$ cat config.mk
export PLATFORM = sky130hd
export DESIGN_NAME = slv_guard_cfg_seq
export DESIGN_NICKNAME = d
export VERILOG_FILES = /design/src/rtl/slv_guard_cfg_pkg.sv /design/src/rtl/slv_guard_cfg_timeout.sv /design/src/rtl/slv_guard_cfg_seq.sv
export SDC_FILE = /design/constraint.sdc
export NUM_CORES = 1
export LEC_CHECK = 0
export ABC_AREA = 1
export CAP_MARGIN = 20
export CORE_ASPECT_RATIO = 0.75
export CORE_MARGIN = 2
export CORE_UTILIZATION = 50
export DETAILED_ROUTE_END_ITERATION = 10
export GPL_ROUTABILITY_DRIVEN = 0
export PLACE_DENSITY = 0.88
export SETUP_SLACK_MARGIN = 0.2
export SYNTH_ARGS = -nofsm -noshare
export SYNTH_HDL_FRONTEND = slang
export SYNTH_HIERARCHICAL = 1
export SYNTH_SLANG_ARGS = --single-unit
$ cat constraint.sdc
create_clock -name clk_i -period 24.6 [get_ports clk_i]
set_input_delay 3.69 -clock clk_i [delete_from_list [all_inputs] [get_ports clk_i]]
set_output_delay 3.69 -clock clk_i [all_outputs]
set_load 0.02 [all_outputs]
$ cat src/rtl/slv_guard_cfg_pkg.sv
// Shared types and constants for the slave-guard configuration sequencer.
package slv_guard_cfg_pkg;

  localparam int unsigned AddrWidth = 32;
  localparam int unsigned DataWidth = 32;
  localparam int unsigned StrbWidth = DataWidth / 8;

  localparam logic [AddrWidth-1:0] EnableOffset = AddrWidth'(32'h0);
  localparam logic [AddrWidth-1:0] BudgetOffset = AddrWidth'(32'h4);
  localparam logic [AddrWidth-1:0] RegStride    = AddrWidth'(32'h4);

  localparam int unsigned          DefaultNumBudgets = 10;
  localparam logic [DataWidth-1:0] DefaultBudget     = 32'h0000_0100;
  localparam logic [DataWidth-1:0] DefaultEnable     = 32'h0000_0001;

  typedef enum logic [2:0] {
    ST_IDLE,
    ST_WR,
    ST_RD,
    ST_DONE,
    ST_ERR
  } state_e;

  typedef enum logic [1:0] {
    ERR_NONE     = 2'd0,
    ERR_BUS      = 2'd1,
    ERR_TIMEOUT  = 2'd2,
    ERR_MISMATCH = 2'd3
  } err_code_e;

  typedef struct packed {
    logic [AddrWidth-1:0] addr;
    logic                 write;
    logic [DataWidth-1:0] wdata;
    logic [StrbWidth-1:0] wstrb;
    logic                 valid;
  } reg_req_t;

  typedef struct packed {
    logic [DataWidth-1:0] rdata;
    logic                 error;
    logic                 ready;
  } reg_rsp_t;

  // Index 0 is the enable register; index k>0 is budget k-1.
  function automatic logic [AddrWidth-1:0] reg_addr(input logic [AddrWidth-1:0] base,
                                                    input logic [31:0]          idx);
    if (idx == 32'd0) return base + EnableOffset;
    return base + BudgetOffset + AddrWidth'((idx - 32'd1) * 32'(RegStride));
  endfunction

endpackage

$ cat src/rtl/slv_guard_cfg_timeout.sv
// Response wait counter: clears on request or ready, flags expiry on the last allowed cycle.
module slv_guard_cfg_timeout
  import slv_guard_cfg_pkg::*;
#(
  parameter int unsigned RspTimeout = 16
) (
  input  logic clk_i,
  input  logic rst_i,
  input  logic i_clr,
  input  logic i_cnt,
  output logic o_expire_c
);

  localparam int unsigned CntW = $clog2(RspTimeout + 1);

  logic [CntW-1:0] r_cnt;

  always_ff @(posedge clk_i) begin
    if (rst_i || i_clr) begin
      r_cnt <= '0;
    end else if (i_cnt && !o_expire_c) begin
      r_cnt <= r_cnt + CntW'(1);
    end
  end

  assign o_expire_c = i_cnt && (r_cnt == CntW'(RspTimeout - 1));

endmodule

$ cat src/rtl/slv_guard_cfg_seq.sv
// Reg-bus initiator that programs the slave guard: budgets first, enable last,
// with optional read-back verification and error reporting.
module slv_guard_cfg_seq
  import slv_guard_cfg_pkg::*;
#(
  parameter int unsigned          NumBudgets = DefaultNumBudgets,
  parameter logic [AddrWidth-1:0] BaseAddr   = '0,
  parameter bit                   VerifyEn   = 1'b1,
  parameter int unsigned          RspTimeout = 16,
  localparam int unsigned         IdxW       = $clog2(NumBudgets + 1)
) (
  input  logic                            clk_i,
  input  logic                            rst_i,
  input  logic                            start_i,
  input  logic [DataWidth-1:0]            enable_i,
  input  logic [DataWidth*NumBudgets-1:0] budgets_i,
  output reg_req_t                        reg_req_o,
  input  reg_rsp_t                        reg_rsp_i,
  output logic                            busy_o,
  output logic                            done_o,
  output logic                            error_o,
  output logic [IdxW-1:0]                 err_idx_o,
  output logic [1:0]                      err_code_o
);

  state_e               r_state;
  reg_req_t             r_req;
  logic [IdxW-1:0]      r_idx;
  logic [DataWidth-1:0] r_shadow [NumBudgets+1];
  logic                 r_busy;
  logic                 r_done;
  logic                 r_error;
  logic [IdxW-1:0]      r_err_idx;
  err_code_e            r_err_code;

  logic                 w_tmo_cnt;
  logic                 w_tmo_clr;
  logic                 w_expire_c;
  logic [AddrWidth-1:0] w_addr;
  logic [DataWidth-1:0] w_shadow;
  logic                 w_last_idx;
  logic [IdxW-1:0]      w_idx_next;

  assign w_tmo_cnt  = r_req.valid && !reg_rsp_i.ready;
  assign w_tmo_clr  = !w_tmo_cnt;
  assign w_addr     = reg_addr(BaseAddr, 32'(r_idx));
  assign w_shadow   = r_shadow[r_idx];
  assign w_last_idx = (r_idx == IdxW'(NumBudgets));
  assign w_idx_next = w_last_idx ? '0 : r_idx + IdxW'(1);

  slv_guard_cfg_timeout #(
    .RspTimeout (RspTimeout)
  ) u_timeout (
    .clk_i      (clk_i),
    .rst_i      (rst_i),
    .i_clr      (w_tmo_clr),
    .i_cnt      (w_tmo_cnt),
    .o_expire_c (w_expire_c)
  );

  // Each transaction: request issued one cycle, held until ready, then one idle cycle.
  always_ff @(posedge clk_i) begin
    if (rst_i) begin
      r_state    <= ST_IDLE;
      r_req      <= '0;
      r_idx      <= '0;
      r_busy     <= 1'b0;
      r_done     <= 1'b0;
      r_error    <= 1'b0;
      r_err_idx  <= '0;
      r_err_code <= ERR_NONE;
    end else begin
      r_done <= 1'b0;
      case (r_state)
        ST_IDLE: begin
          if (start_i) begin
            r_shadow[0] <= enable_i;
            for (int k = 0; k < int'(NumBudgets); k++) begin
              r_shadow[k+1] <= budgets_i[DataWidth*k +: DataWidth];
            end
            r_error    <= 1'b0;
            r_err_code <= ERR_NONE;
            r_busy     <= 1'b1;
            r_idx      <= IdxW'(1);
            r_state    <= ST_WR;
          end
        end
        ST_WR: begin
          if (!r_req.valid) begin
            r_req.addr  <= w_addr;
            r_req.write <= 1'b1;
            r_req.wdata <= w_shadow;
            r_req.wstrb <= '1;
            r_req.valid <= 1'b1;
          end else if (reg_rsp_i.ready) begin
            r_req <= '0;
            if (reg_rsp_i.error) begin
              r_state    <= ST_ERR;
              r_error    <= 1'b1;
              r_err_idx  <= r_idx;
              r_err_code <= ERR_BUS;
            end else if (VerifyEn) begin
              r_state <= ST_RD;
            end else if (r_idx == '0) begin
              r_state <= ST_DONE;
              r_done  <= 1'b1;
            end else begin
              r_idx <= w_idx_next;
            end
          end else if (w_expire_c) begin
            r_req      <= '0;
            r_state    <= ST_ERR;
            r_error    <= 1'b1;
            r_err_idx  <= r_idx;
            r_err_code <= ERR_TIMEOUT;
          end
        end
        ST_RD: begin
          if (!r_req.valid) begin
            r_req.addr  <= w_addr;
            r_req.write <= 1'b0;
            r_req.wdata <= '0;
            r_req.wstrb <= '0;
            r_req.valid <= 1'b1;
          end else if (reg_rsp_i.ready) begin
            r_req <= '0;
            if (reg_rsp_i.error || (reg_rsp_i.rdata != w_shadow)) begin
              r_state    <= ST_ERR;
              r_error    <= 1'b1;
              r_err_idx  <= r_idx;
              r_err_code <= reg_rsp_i.error ? ERR_BUS : ERR_MISMATCH;
            end else if (r_idx == '0) begin
              r_state <= ST_DONE;
              r_done  <= 1'b1;
            end else begin
              r_idx   <= w_idx_next;
              r_state <= ST_WR;
            end
          end else if (w_expire_c) begin
            r_req      <= '0;
            r_state    <= ST_ERR;
            r_error    <= 1'b1;
            r_err_idx  <= r_idx;
            r_err_code <= ERR_TIMEOUT;
          end
        end
        ST_DONE: begin
          r_busy  <= 1'b0;
          r_state <= ST_IDLE;
        end
        ST_ERR: begin
          r_busy  <= 1'b0;
          r_state <= ST_IDLE;
        end
        default: begin
          r_req   <= '0;
          r_busy  <= 1'b0;
          r_state <= ST_IDLE;
        end
      endcase
    end
  end

  assign reg_req_o  = r_req;
  assign busy_o     = r_busy;
  assign done_o     = r_done;
  assign error_o    = r_error;
  assign err_idx_o  = r_err_idx;
  assign err_code_o = r_err_code;

endmodule
== Yosys cells after proc, flatten, opt, wreduce, memory -nomap -nowiden ==
Memory sizes are Yosys's and may differ from the RTL's. A register that Yosys moved wholly into a read port is not among the register bits.
Index checks and enable logic that the tools add are counted.

* $add $sub $neg: 4
* Eq/ne operators: 15
* Multiplexer cells: 60
* Bitwise logic cells: 4
* Reductions and logical operators: 21

{| class="wikitable"
|+ Operators with widths
! cell !! count
|-
| $mux W70 || 4
|-
| $pmux W70 S3 || 1
|-
| $mux W32 || 2
|-
| $mux W4 || 15
|-
| $ne A32 B32 Y1 || 1
|-
| $mux W3 || 8
|-
| $mux W2 || 10
|-
| $pmux W4 S2 || 2
|-
| $mux W1 || 14
|-
| $ne A2 B2 Y1 const B || 6
|-
| $reduce_and A6 Y1 || 2
|-
| $pmux W3 S3 || 1
|-
| $add A4 B7 Y8 const A || 1
|-
| $eq A3 B2 Y1 const B || 2
|-
| $ne A3 B3 Y1 const B || 2
|-
| $pmux W2 S3 || 1
|-
| $add A5 B1 Y5 const B || 1
|-
| $eq A5 B4 Y1 const B || 1
|-
| $reduce_and A5 Y1 || 1
|-
| $reduce_or A5 Y1 || 1
|-
| $sub A4 B1 Y5 const B || 1
|-
| $add A4 B1 Y4 const B || 1
|-
| $eq A4 B4 Y1 const B || 1
|-
| $logic_not A4 Y1 || 1
|-
| other kinds (15) || 24
|}

* Register bits: 91
* RAM bits: 352
* Input bits: 389
* Output and inout bits: 79
* Logic and storage cells: 118
* Memories kept: 1

{| class="wikitable"
|+ Memory list
! name !! words !! width !! read ports !! clocked after Yosys merged registers in !! wr ports !! RTL line !! source
|-
| r_shadow || 11 || 32 || 1 || 1 || 11 || slv_guard_cfg_seq.sv:29 || <nowiki>logic [DataWidth-1:0] r_shadow [NumBudgets+1];</nowiki>
|}

== Logic depth before layout (Yosys ltp) ==
Gate-level depths: netlist of run 1.

* Depth after elaboration: 9
* Mapped depth: 22

== Hierarchy ==
Netlist of run 1, hierarchy kept.

{| class="wikitable"
|+ By module, submodules not included
! module !! times used !! cells each !! area an instance (µm²) !! seq. area each (µm²)
|-
| slv_guard_cfg_seq || 1 || 1,856 || 18,766.7 || 12,371.9
|-
| slv_guard_cfg_timeout || 1 || 38 || 284.0 || 100.1
|}

== Worst setup path before layout of run 1 ==
No wires, ideal clock.

* Kind: input to register
* Start point: input port rst_i
* End point: memory r_shadow[0][0], enable pin
* Arrival time: 18.490 ns
* Path slack: 5.038 ns
* Stages on the path: 2
* Path buffers: 1
* Cell sequence: clkbuf_1 -> nor2_1

{| class="wikitable"
|+ RTL lines
! item !! RTL line !! source
|-
| start: declaration || slv_guard_cfg_seq.sv:13 || <nowiki>input logic rst_i,</nowiki>
|-
| end: declaration || slv_guard_cfg_seq.sv:29 ||
|}

== Worst setup path in the final report of run 1 ==
* Start point: input port reg_rsp_i[0] in the netlist's numbering
* End point: register r_req (netlist bit reg_req_o[14])

* Cells in the longest elaborated chain, start to end: 7
* Elaborated cells on any way between the ends: 8
* Those cells by class: 5 x mux; 3 x reduce/logical

{| class="wikitable"
|+ Ends and longest elaborated chain
! item !! RTL line !! source
|-
| start: declaration || slv_guard_cfg_seq.sv:18 || <nowiki>input reg_rsp_t reg_rsp_i,</nowiki>
|-
| $logic_not A1 Y1 * || slv_guard_cfg_seq.sv:44 || <nowiki>assign w_tmo_cnt = r_req.valid && !reg_rsp_i.ready;</nowiki>
|-
| $logic_and A1 B1 Y1 * || slv_guard_cfg_seq.sv:44 ||
|-
| via w_tmo_cnt || slv_guard_cfg_seq.sv:36 || <nowiki>logic w_tmo_cnt;</nowiki>
|-
| $logic_and A1 B1 Y1 * || slv_guard_cfg_timeout.sv:26 || <nowiki>assign o_expire_c = i_cnt && (r_cnt == CntW'(RspTimeout - 1));</nowiki>
|-
| via w_expire_c || slv_guard_cfg_seq.sv:38 || <nowiki>logic w_expire_c;</nowiki>
|-
| $mux W70 * || n/a ||
|-
| $mux W70 * || slv_guard_cfg_seq.sv:125 || <nowiki>end else if (reg_rsp_i.ready) begin</nowiki>
|-
| $mux W70 (on tied branches) || slv_guard_cfg_seq.sv:119, slv_guard_cfg_seq.sv:89 ||
|-
| $pmux W70 S3 * || slv_guard_cfg_seq.sv:74 || <nowiki>case (r_state)</nowiki>
|-
| end: declaration || slv_guard_cfg_seq.sv:27 || <nowiki>reg_req_t r_req;</nowiki>
|}

Mark *: on every way through the listed nets, which the timed path passes. The rest lies on a longest branch.
A chain may end at the register's enable or synchronous reset.

==> results by group, run 1 <==
Finish
  – Commonest non-fill, non-tap cell in the layout: nand2_1
  – Cell Count, Final, Fillers Out: roughly 2.9k
  – Area Growth Syn to Fin: 33.0%
  – NumNets Final: 2722
  – Fin area: 25300 µm²
  – Share of cells above drive strength 1: between 4 and 5%
  – Most frequent cells in the layout: 521 x nand2_1, 466 x clkdlybuf4s50_1, 352 x edfxtp_1, 180 x nand3_1, 172 x inv_1

Place
  – Dpl ws: between 15 and 20 ns
  – Dpl cell area: ~24000 µm²
  – Number of port buffers: ~470
  – Placed insts: 2784
  – DP HPWL: between 40000 and 50000 µm

Synthesis
  – Simple-Gate Fraction of Synth Area: 19.8%
  – Ys async rst share: 0%
  – Count of cell types in the netlist: 44
  – Most area-consuming cells after synthesis: edfxtp_1 55%, nand2_1 10%, dfxtp_1 10%, nand3_1 4.7%, inv_1 3.4%
  – Yosys top cell by area: edfxtp_1
  – Post-synthesis mux area share: 0%
  – Synth Area in XOR/XNOR: less than 1%
  – Number of synthesized register bits: 447
  – Post-synth top area share: 55.5%
  – Post-synth EDFFs: between 300 and 400
  – Compound-Gate Fraction of Synth Area: 7.74%
  – Adder-cell share of the synthesized area: 0.460%
  – Largest family of logic cells by synthesized area: simple AND/OR/NAND/NOR gates
  – Yosys warning count: 6
  – Synth Cell Area: roughly 19000 µm²
  – Post-Syn Nets: between 2k and 2.5k
  – Syn Area/Cell: approximately 10 µm²
  – Post-Synthesis Cells: roughly 1.9k
  – Top FF cell, synth: edfxtp_1
  – Seq/Total Area, Yosys: between 60% and 70%

Timing
  – Post-route setup slack: around 18 ns
  – RSZ-0062 raised after global routing: false
  – Slew of the pin with the lowest slew margin: around 1.1 ns
  – Setup TNS: 0 ns
  – Fin crit share: 24.9%
  – Minimum clock period: approximately 6 ns
  – Final setup violation count: 0
  – F_max: 163 MHz
  – Fin. Hold Viols: 0
  – Slew headroom: 23.9%
  – Clock Skew: roughly 0.021 ns
  – Max Slew Vio Count: 0

Critical path
  – CP Max Fanout: 19
  – Crit path DAT: 6.49 ns
  – Startpoint Class: primary input
  – Worst setup EP type: flop
  – Worst Setup Path Type: in -> reg
  – Reg2Reg Setup Slack: 20.22 ns
  – WP data required: 24.97 ns

Power
  – Power Dens Cells: just over 90 nW/µm²
  – Overall Power: 0.00230 W
  – Max IR drop VDD: roughly 0.054 mV
  – Leak: about 9.8 nW

Global routing
  – Total gr overflow: 0
  – First-pass GRT wire length: between 90000 and 100000 µm
  – Initial antenna violation count: 18
  – Met3 Usage GRT: ~7.3%
  – GR Layer Usage met2: 49.5%
  – Most Crowded Layer GR: met2
  – Met1 usage: between 30% and 40%
  – GRT Util Overall: 30.3%
  – Vias in the first global route: between 15k and 20k
  – Largest net degree at the start of global routing: a little under 200

Clock tree
  – PostCTS Resize Cnt: 0
  – Clk buf depth: 3
  – CTS Sinks: about 450
  – TritonCTS clock tree: yes
  – # H-tree levels: 2
  – CTS clk-pin slew, worst paths: around 0.060 ns
  – CTS hold repair buffers: 0
  – CTS Buf Count: 43
  – Worst skew pair latency: 0.55 ns
  – Root buffer cell: clkbuf_16
  – Setup Buffers After CTS: 0

Die
  – Die X: 229 µm
  – Die Ht: roughly 170 µm
  – Initial Utilization: between 50% and 60%
  – Die area: between 30000 and 40000 µm²
  – Row cnt: between 60 and 70
  – I/O Pins: about 470
  – Core Box Area: between 30000 and 40000 µm²

Drt
  – DR pass1 iterations: 6
  – DRC violations left: 0
  – ANT nets after route: 0
  – Final wirelength: around 62000 µm
  – DR iter-0 viols: 1879
  – Via count: ~16k
  – DR vias/cell: approximately 5.5
  – WL/cell: roughly 21 µm

Job
  – Max-Cap Viols: 0

Worst hold path
  – Worst min-delay path category: reg -> reg

Outcome
  – Status: finished, final reports clean
[final timing paths]
check / start / end / cells after the start
worst max-delay path: reg_rsp_i[0] / reg_req_o[14]$_SDFFE_PP0N_ / 12
worst min-delay path: reg_req_o[38]$_SDFFE_PP0N_ / reg_req_o[38]$_SDFFE_PP0N_ / 2
worst max register to register: flop / flop / 18
worst min register to register: reg_req_o[38]$_SDFFE_PP0N_ / reg_req_o[38]$_SDFFE_PP0N_ / 2
[registers in the layout, indices dropped and copies added, names as in the netlist, named ones only]
name,count
u_timeout/r_cnt,5
r_shadow,352
busy_o,1
err_idx_o,4
r_idx,4
err_code_o,2
done_o,1
r_state,3
reg_req_o,70
error_o,1
[area by class of cell]
cell class,instances,area (µm²)
Multi-Input combinational cell,1175,5400
Tap cell,504,631
Timing Repair Buffer,482,4800
Antenna cell,17,42.5
Clock inverter,14,120
Sequential cell,447,12500
Clock buffer,59,1190
Fill cell,2611,12000
Inverter,177,668
[worst max-delay path, cell delays in order]
cell and delay, ns:
clkdlybuf4s50_1 0.54, nor2_1 0.33, nand2_1 0.09, inv_1 0.12, nor2_1 0.12, inv_1 0.13
nor2_1 0.07, buf_4 0.21, a21oi_1 0.28, clkinv_1 0.52, nand2_1 0.26, a21oi_1 0.11
[kinds of logic (layout without fill, tap and decap cells)]
| logic type | count (synthesis) | count (layout) |
|---|---|---|
| AND/OR/NAND/NOR | 906 | 906 |
| XOR/XNOR | 5 | 5 |
| AO/OA/AOI/OAI | 257 | 257 |
| buffers and inverters | 272 | 732 |
| other | 0 | 17 |
| adder cells (fa/ha/maj) | 7 | 7 |
| flip-flops | 447 | 447 |
[metal layers]
metal  wire (µm)  vias to the layer above  share of wire (%)
met5          13                        -              0.021
met4        3500                        2                5.7
met3        6270                      198                 10
met2       29100                      981                 47
met1       22800                     7436                 37
li1            -                     7244                  -
[synthesized netlist by cell type, types with 6 or more instances]
master	number
edfxtp_1	352
nand3b_1	6
ha_1	7
buf_4	8
buf_6	13
o211ai_1	22
clkbuf_1	33
nand3_1	180
nor2_1	170
dfxtp_1	95
buf_2	33
nand2_1	521
a21oi_1	99
a32o_1	8
nand4_1	8
inv_1	172
o21ai_1	42
o21ai_0	61
o31ai_1	10
buf_1	8
[per-stage QoR]
step / hold slack, ns / util (%)
detailed placement: 0.446 / 64.2
global route: 0.477 / 67.9
global placement: 0.443 / 64.2
CTS: 0.458 / 67.7
floorplan: 0.435 / -
finish: 0.458 / 67.9
[power breakdown]
part,switching [W],total [W],leakage [nW],internal [W]
clock,0.000277,0.000635,0.638,0.000358
combinational,0.000473,0.000711,5.08,0.000238
sequential,0.0000496,0.000958,4.04,0.000908
total,0.000800,0.00230,9.76,0.00150
No activity file was read; power rests on OpenSTA's default activity.
==> run 2, diff against run 1 <==
CORE_UTILIZATION = 45   (was 50)
PLACE_DENSITY = 0.84   (was 0.88)
clock period = 4.9 ns   (was 24.6 ns; I/O delays follow)
==> run 2 against run 1 <==
  * Non-clock buffer count rose by 4
  * First-iteration DRC count down 25%
  * Clock skew fell by 0.0068 ns
  * Clock power rose to 5.0 times the previous value
==> results by group, run 2 (synthesis results as in run 1) <==
Clock tree
  – Root buffer cell: clkbuf_16
  – CTS hold repair buffers: 0
  – Clk buf depth: 3
  – Worst skew pair latency: between 0.5 and 0.6 ns
  – CTS clk-pin slew, worst paths: approximately 0.06 ns
  – TritonCTS clock tree: yes
  – # H-tree levels: 2
  – Setup Buffers After CTS: 0
  – CTS Buf Count: 44
  – PostCTS Resize Cnt: 0
  – CTS Sinks: approximately 450

Finish
  – Reg area: roughly 12000 µm²
  – Commonest non-fill, non-tap cell in the layout: nand2_1
  – Area Growth Syn to Fin: 33.9%
  – Top reg by flops: r_shadow
  – Max reg flops: between 300 and 400
  – Cell Count, Final, Fillers Out: between 2k and 3k
  – Fillers: approximately 3.2k
  – Share of cells above drive strength 1: under 10%
  – NumNets Final: ~2.7k
  – Area of the multi-input gates: between 5000 and 6000 µm²
  – Util after Layout: between 60% and 70%
  – Most frequent cells in the layout: 520 x nand2_1, 466 x clkdlybuf4s50_1, 352 x edfxtp_1, 180 x nand3_1, 171 x inv_1

Place
  – Placed insts: ~2.9k
  – Number of port buffers: roughly 470
  – DP HPWL: between 40000 and 50000 µm

Drt
  – DR vias/cell: ~5.4
  – DR pass1 iterations: 8
  – DRC violations left: 0
  – Final wirelength: between 60000 and 70000 µm
  – DR iter-0 viols: approximately 1.4k
  – Via count: between 15k and 20k
  – WL/cell: about 21 µm
  – ANT nets after route: 0

Power
  – Sw frac: a little over a third
  – P_int: 0.00754 W
  – Power Dens Cells: about 460 nW/µm²
  – Clk pwr share: between 20 and 30%
  – Leak: ~9.8 nW
  – Seq pwr share: between 40% and 50%
  – Max IR drop VDD: between 0.2 and 0.3 mV
  – Combinational share of power: a little under a third
  – Psw: around 0.0041 W

Die
  – Die area: 44000 µm²
  – Die X: ~240 µm
  – Core Box Area: approximately 42000 µm²
  – Die Ht: around 180 µm
  – Initial Utilization: a little under half
  – I/O Pins: between 400 and 500
  – Row cnt: 65

Critical path
  – CP Max Fanout: between 150 and 200
  – Reg2Reg Setup Slack: approximately 1.4 ns
  – WP data required: between 5 and 6 ns
  – Crit path DAT: between 3 and 4 ns
  – Worst setup EP type: flop
  – Worst Setup Path Type: reg -> reg
  – Startpoint Class: flop

Timing
  – Slew of the pin with the lowest slew margin: ~1.0 ns
  – Setup TNS: 0 ns
  – Final setup violation count: 0
  – Fin. Hold Viols: 0
  – Slew headroom: 32.3%
  – Fin crit share: 71.9%
  – RSZ-0062 raised after global routing: false
  – Max Slew Vio Count: 0
  – Minimum clock period: ~3.5 ns
  – F_max: around 280 MHz
  – Clock Skew: between 0.01 and 0.015 ns

Global routing
  – Vias in the first global route: 15.3k
  – First-pass GRT wire length: about 92000 µm
  – Largest net degree at the start of global routing: about 180
  – GRT Util Overall: 27.6%
  – Total gr overflow: 0
  – Initial antenna violation count: 21

Outcome
  – Status: finished, final reports clean

Worst hold path
  – Worst min-delay path category: reg -> reg

Job
  – Max-Cap Viols: 0
[run 2: worst paths after layout]
check                        from                    to  cells past startpoint
min          error_o$_SDFFE_PP0P_  error_o$_SDFFE_PP0P_                      2
min reg2reg  error_o$_SDFFE_PP0P_  error_o$_SDFFE_PP0P_                      2
max                          flop                  flop                     17
max reg2reg                  flop                  flop                     17
[run 2: cell type report]
cell class	count	area share [%]
multi-input cells	1175	21.2
inverters	177	2.62
well taps	569	2.79
clock buffers	55	4.64
diodes	16	0.157
flip-flops and latches	447	48.9
repair buffers	486	19.2
clock inverters	21	0.534
[run 2: critical path, cell delays in order (launching register included)]
cell and delay [ns]:
dfxtp_4 0.37, buf_12 0.41, nor2_1 0.22, o31ai_1 0.58
nand2_1 0.15, nand3_1 0.12, nand2_1 0.06, nor2_1 0.09
nand2_1 0.06, nor2_1 0.09, nand2_1 0.09, nor2_4 0.21
nand2_2 0.10, nand2_2 0.09, nand4_4 0.14, nand2_1 0.10
nand2_1 0.05, nor2_1 0.16
[run 2: per-stage QoR]
| step | total power [W] | setup slack (ns) | area [µm²] | hold slack (ns) |
|---|---|---|---|---|
| final | 0.0116 | 1.38 | 25500 | 0.451 |
| after global routing | 0.0121 | 1.13 | 25500 | 0.473 |
| after CTS | 0.0116 | 1.58 | 25500 | 0.454 |
| after detailed placement | 0.00843 | 1.43 | 24100 | 0.447 |
| after global placement | 0.00832 | 1.50 | 24100 | 0.443 |
| after floorplan | 0.00699 | -1.58 | 19100 | 0.435 |
[run 2: layer usage]
metal  up-vias  share of wire [%]  global-route usage, %
met5         -               0.14                      0
met4        12                5.5                   15.0
met3       184                9.5                   6.91
met2       904                 47                   44.9
met1      7424                 38                   33.9
li1       7239                  -                      -
[run 2: power groups by stage]
stage	Clock [W]	Sequential [W]	Combinational (W)
6_report	0.00320	0.00474	0.00367
5_1_grt	0.00339	0.00477	0.00398
4_1_cts	0.00326	0.00474	0.00364
3_5_place_dp	0	0.00481	0.00362
3_3_place_gp	0	0.00479	0.00352
2_1_floorplan	0	0.00494	0.00205
==> run 3, diff against run 2 <==
CORE_UTILIZATION = 50   (was 45)
PLACE_DENSITY = 0.88   (was 0.84)
clock period = 3.35 ns   (was 4.9 ns; I/O delays follow)
==> run 3 against run 2 <==
  * Die area shrank 9.8%
  * Fmax is 18% higher
  * Routed wire length up 5.4%
  * Clock skew increased by 0.010 ns
  * Count of clock-buffer cells in the layout grew 4
  * Sequential power increased by 47%
  * Setup slack got worse by 1.0 ns
  * Cell count fell by 1.6%
==> results by group, run 3 (synthesis results as in run 1) <==
Outcome
  – Status: finished, final reports clean

Power
  – Overall Power: approximately 0.017 W
  – Leak: about 10 nW
  – Power Dens Cells: about 670 nW/µm²
  – Max IR drop VDD: 0.384 mV

Finish
  – Area Growth Syn to Fin: 35.5%
  – Commonest non-fill, non-tap cell in the layout: nand2_1
  – Max reg flops: 352
  – Most frequent cells in the layout: 519 x nand2_1, 466 x clkdlybuf4s50_1, 352 x edfxtp_1, 180 x nand3_1, 171 x inv_1
  – NumNets Final: around 2.8k
  – Share of cells above drive strength 1: slightly below 6%
  – Cell Count, Final, Fillers Out: 2900
  – Top reg by flops: r_shadow

Worst hold path
  – Hold_sp: rst_i
  – Worst min-delay path category: in -> reg
  – Worst hold stages: 2

Timing
  – Fin crit share: between 80% and 90%
  – Worst hold margin: between 0.3 and 0.4 ns
  – Clock Skew: roughly 0.024 ns
  – Final setup violation count: 0
  – F_max: ~330 MHz
  – Minimum clock period: between 2 and 3 ns
  – RSZ-0062 raised after global routing: false
  – Slew of the pin with the lowest slew margin: approximately 0.89 ns
  – Fin. Hold Viols: 0
  – Slew headroom: 40.5%
  – Max Slew Vio Count: 0
  – Setup TNS: 0 ns

Place
  – Number of port buffers: around 470
  – Placed insts: roughly 2.8k
  – DP HPWL: approximately 47000 µm

Global routing
  – GRT Util Overall: 31.6%
  – Largest net degree at the start of global routing: 136
  – Initial antenna violation count: 10
  – Vias in the first global route: around 16k
  – Total gr overflow: 0
  – First-pass GRT wire length: around 95000 µm

Drt
  – ANT nets after route: 0
  – Via count: approximately 16k
  – WL/cell: ~23 µm
  – DRC violations left: 0
  – DR iter-0 viols: roughly 2.3k
  – DR pass1 iterations: 6
  – Final wirelength: between 60000 and 70000 µm
  – DR vias/cell: 5.68

Clock tree
  – Clk buf depth: 3
  – CTS clk-pin slew, worst paths: approximately 0.060 ns
  – Root buffer cell: clkbuf_16
  – # H-tree levels: 2
  – CTS Buf Count: 43
  – Worst skew pair latency: between 0.5 and 0.6 ns
  – CTS Sinks: 447
  – TritonCTS clock tree: yes

Die
  – Die Ht: about 170 µm
  – Die X: around 230 µm
  – Die area: between 30000 and 40000 µm²
  – I/O Pins: 468
  – Row cnt: between 60 and 70
  – Initial Utilization: roughly half
  – Core Box Area: between 30000 and 40000 µm²

Critical path
  – Worst-path cell chain: buf_16 > buf_4 > o21ai_1 > o211ai_1 > nand3b_1 > nand2_1 > nor2_1 > nand2_1 > nor2_1 > nand2_1 > nor2_4 > nand4_4 > nand3_2 > nand2_1 > a21oi_1
  – CP Max Fanout: 17
  – Worst setup EP type: flop
  – Worst Setup Path Type: reg -> reg
  – Startpoint Class: flop
  – Crit path top cell by count: nand2_1
  – WP data required: between 3 and 4 ns
  – FF-to-FF path depth: 15
  – Crit path DAT: between 3 and 4 ns
  – Slowest cell delay on critical path: 0.39 ns
  – CP max-delay cell: o21ai_1

Job
  – Max-Cap Viols: 0
run 3: through the flow:
stage / util, % / area (µm²) / setup slack (ns)
floorplan: - / 19100 / -3.02
global placement: 65.1 / 24300 / 0.441
detailed placement: 65.1 / 24300 / 0.326
CTS: 68.7 / 25600 / 0.325
global route: 69.2 / 25800 / 0.202
finish: 69.2 / 25800 / 0.365
run 3: layer usage:
layer	wire, µm	track usage (%)	up-vias
li1	-	-	7292
met1	23900	39.7	7788
met2	31400	52.6	1221
met3	7920	8.18	173
met4	2470	12.1	4
met5	24	0	-
run 3: final cells by class:
| cell class | instances | area [µm²] |
|---|---|---|
| antenna | 9 | 22.5 |
| clock buffer | 59 | 1180 |
| clock inverter | 18 | 155 |
| fill | 2551 | 11500 |
| inverter | 177 | 669 |
| multi-input combinational | 1175 | 5420 |
| sequential | 447 | 12500 |
| tap | 504 | 631 |
| timing repair buffer | 511 | 5260 |
run 3: worst paths after layout:
check | endpoint | slack [ns]
max | err_idx_o[1]$_SDFFE_PP0P_ | 0.36
max reg2reg | err_idx_o[1]$_SDFFE_PP0P_ | 0.36
min reg2reg | error_o$_SDFFE_PP0P_ | 0.46
min | r_shadow[1][15]$_DFFE_PP_ | 0.32
run 3: power breakdown:
part	switching, W	internal (W)
logic	0.00370	0.00201
registers	0.000309	0.00666
clock network	0.00211	0.00262
run 3: timing repair:
item                       CTS  global route
gates resized for setup      0            11
hold buffers                 0             0
setup buffers                0             1
setup endpoints to repair    0            18
run 3: worst max-delay path: cells and delay by family (launching register included):
family                 cells  cell delay, ns
and+or+nand+nor           10            1.31
AOI/OAI and AO/OA          3            0.79
buffers and inverters      2            0.38
DFF                        1            0.37
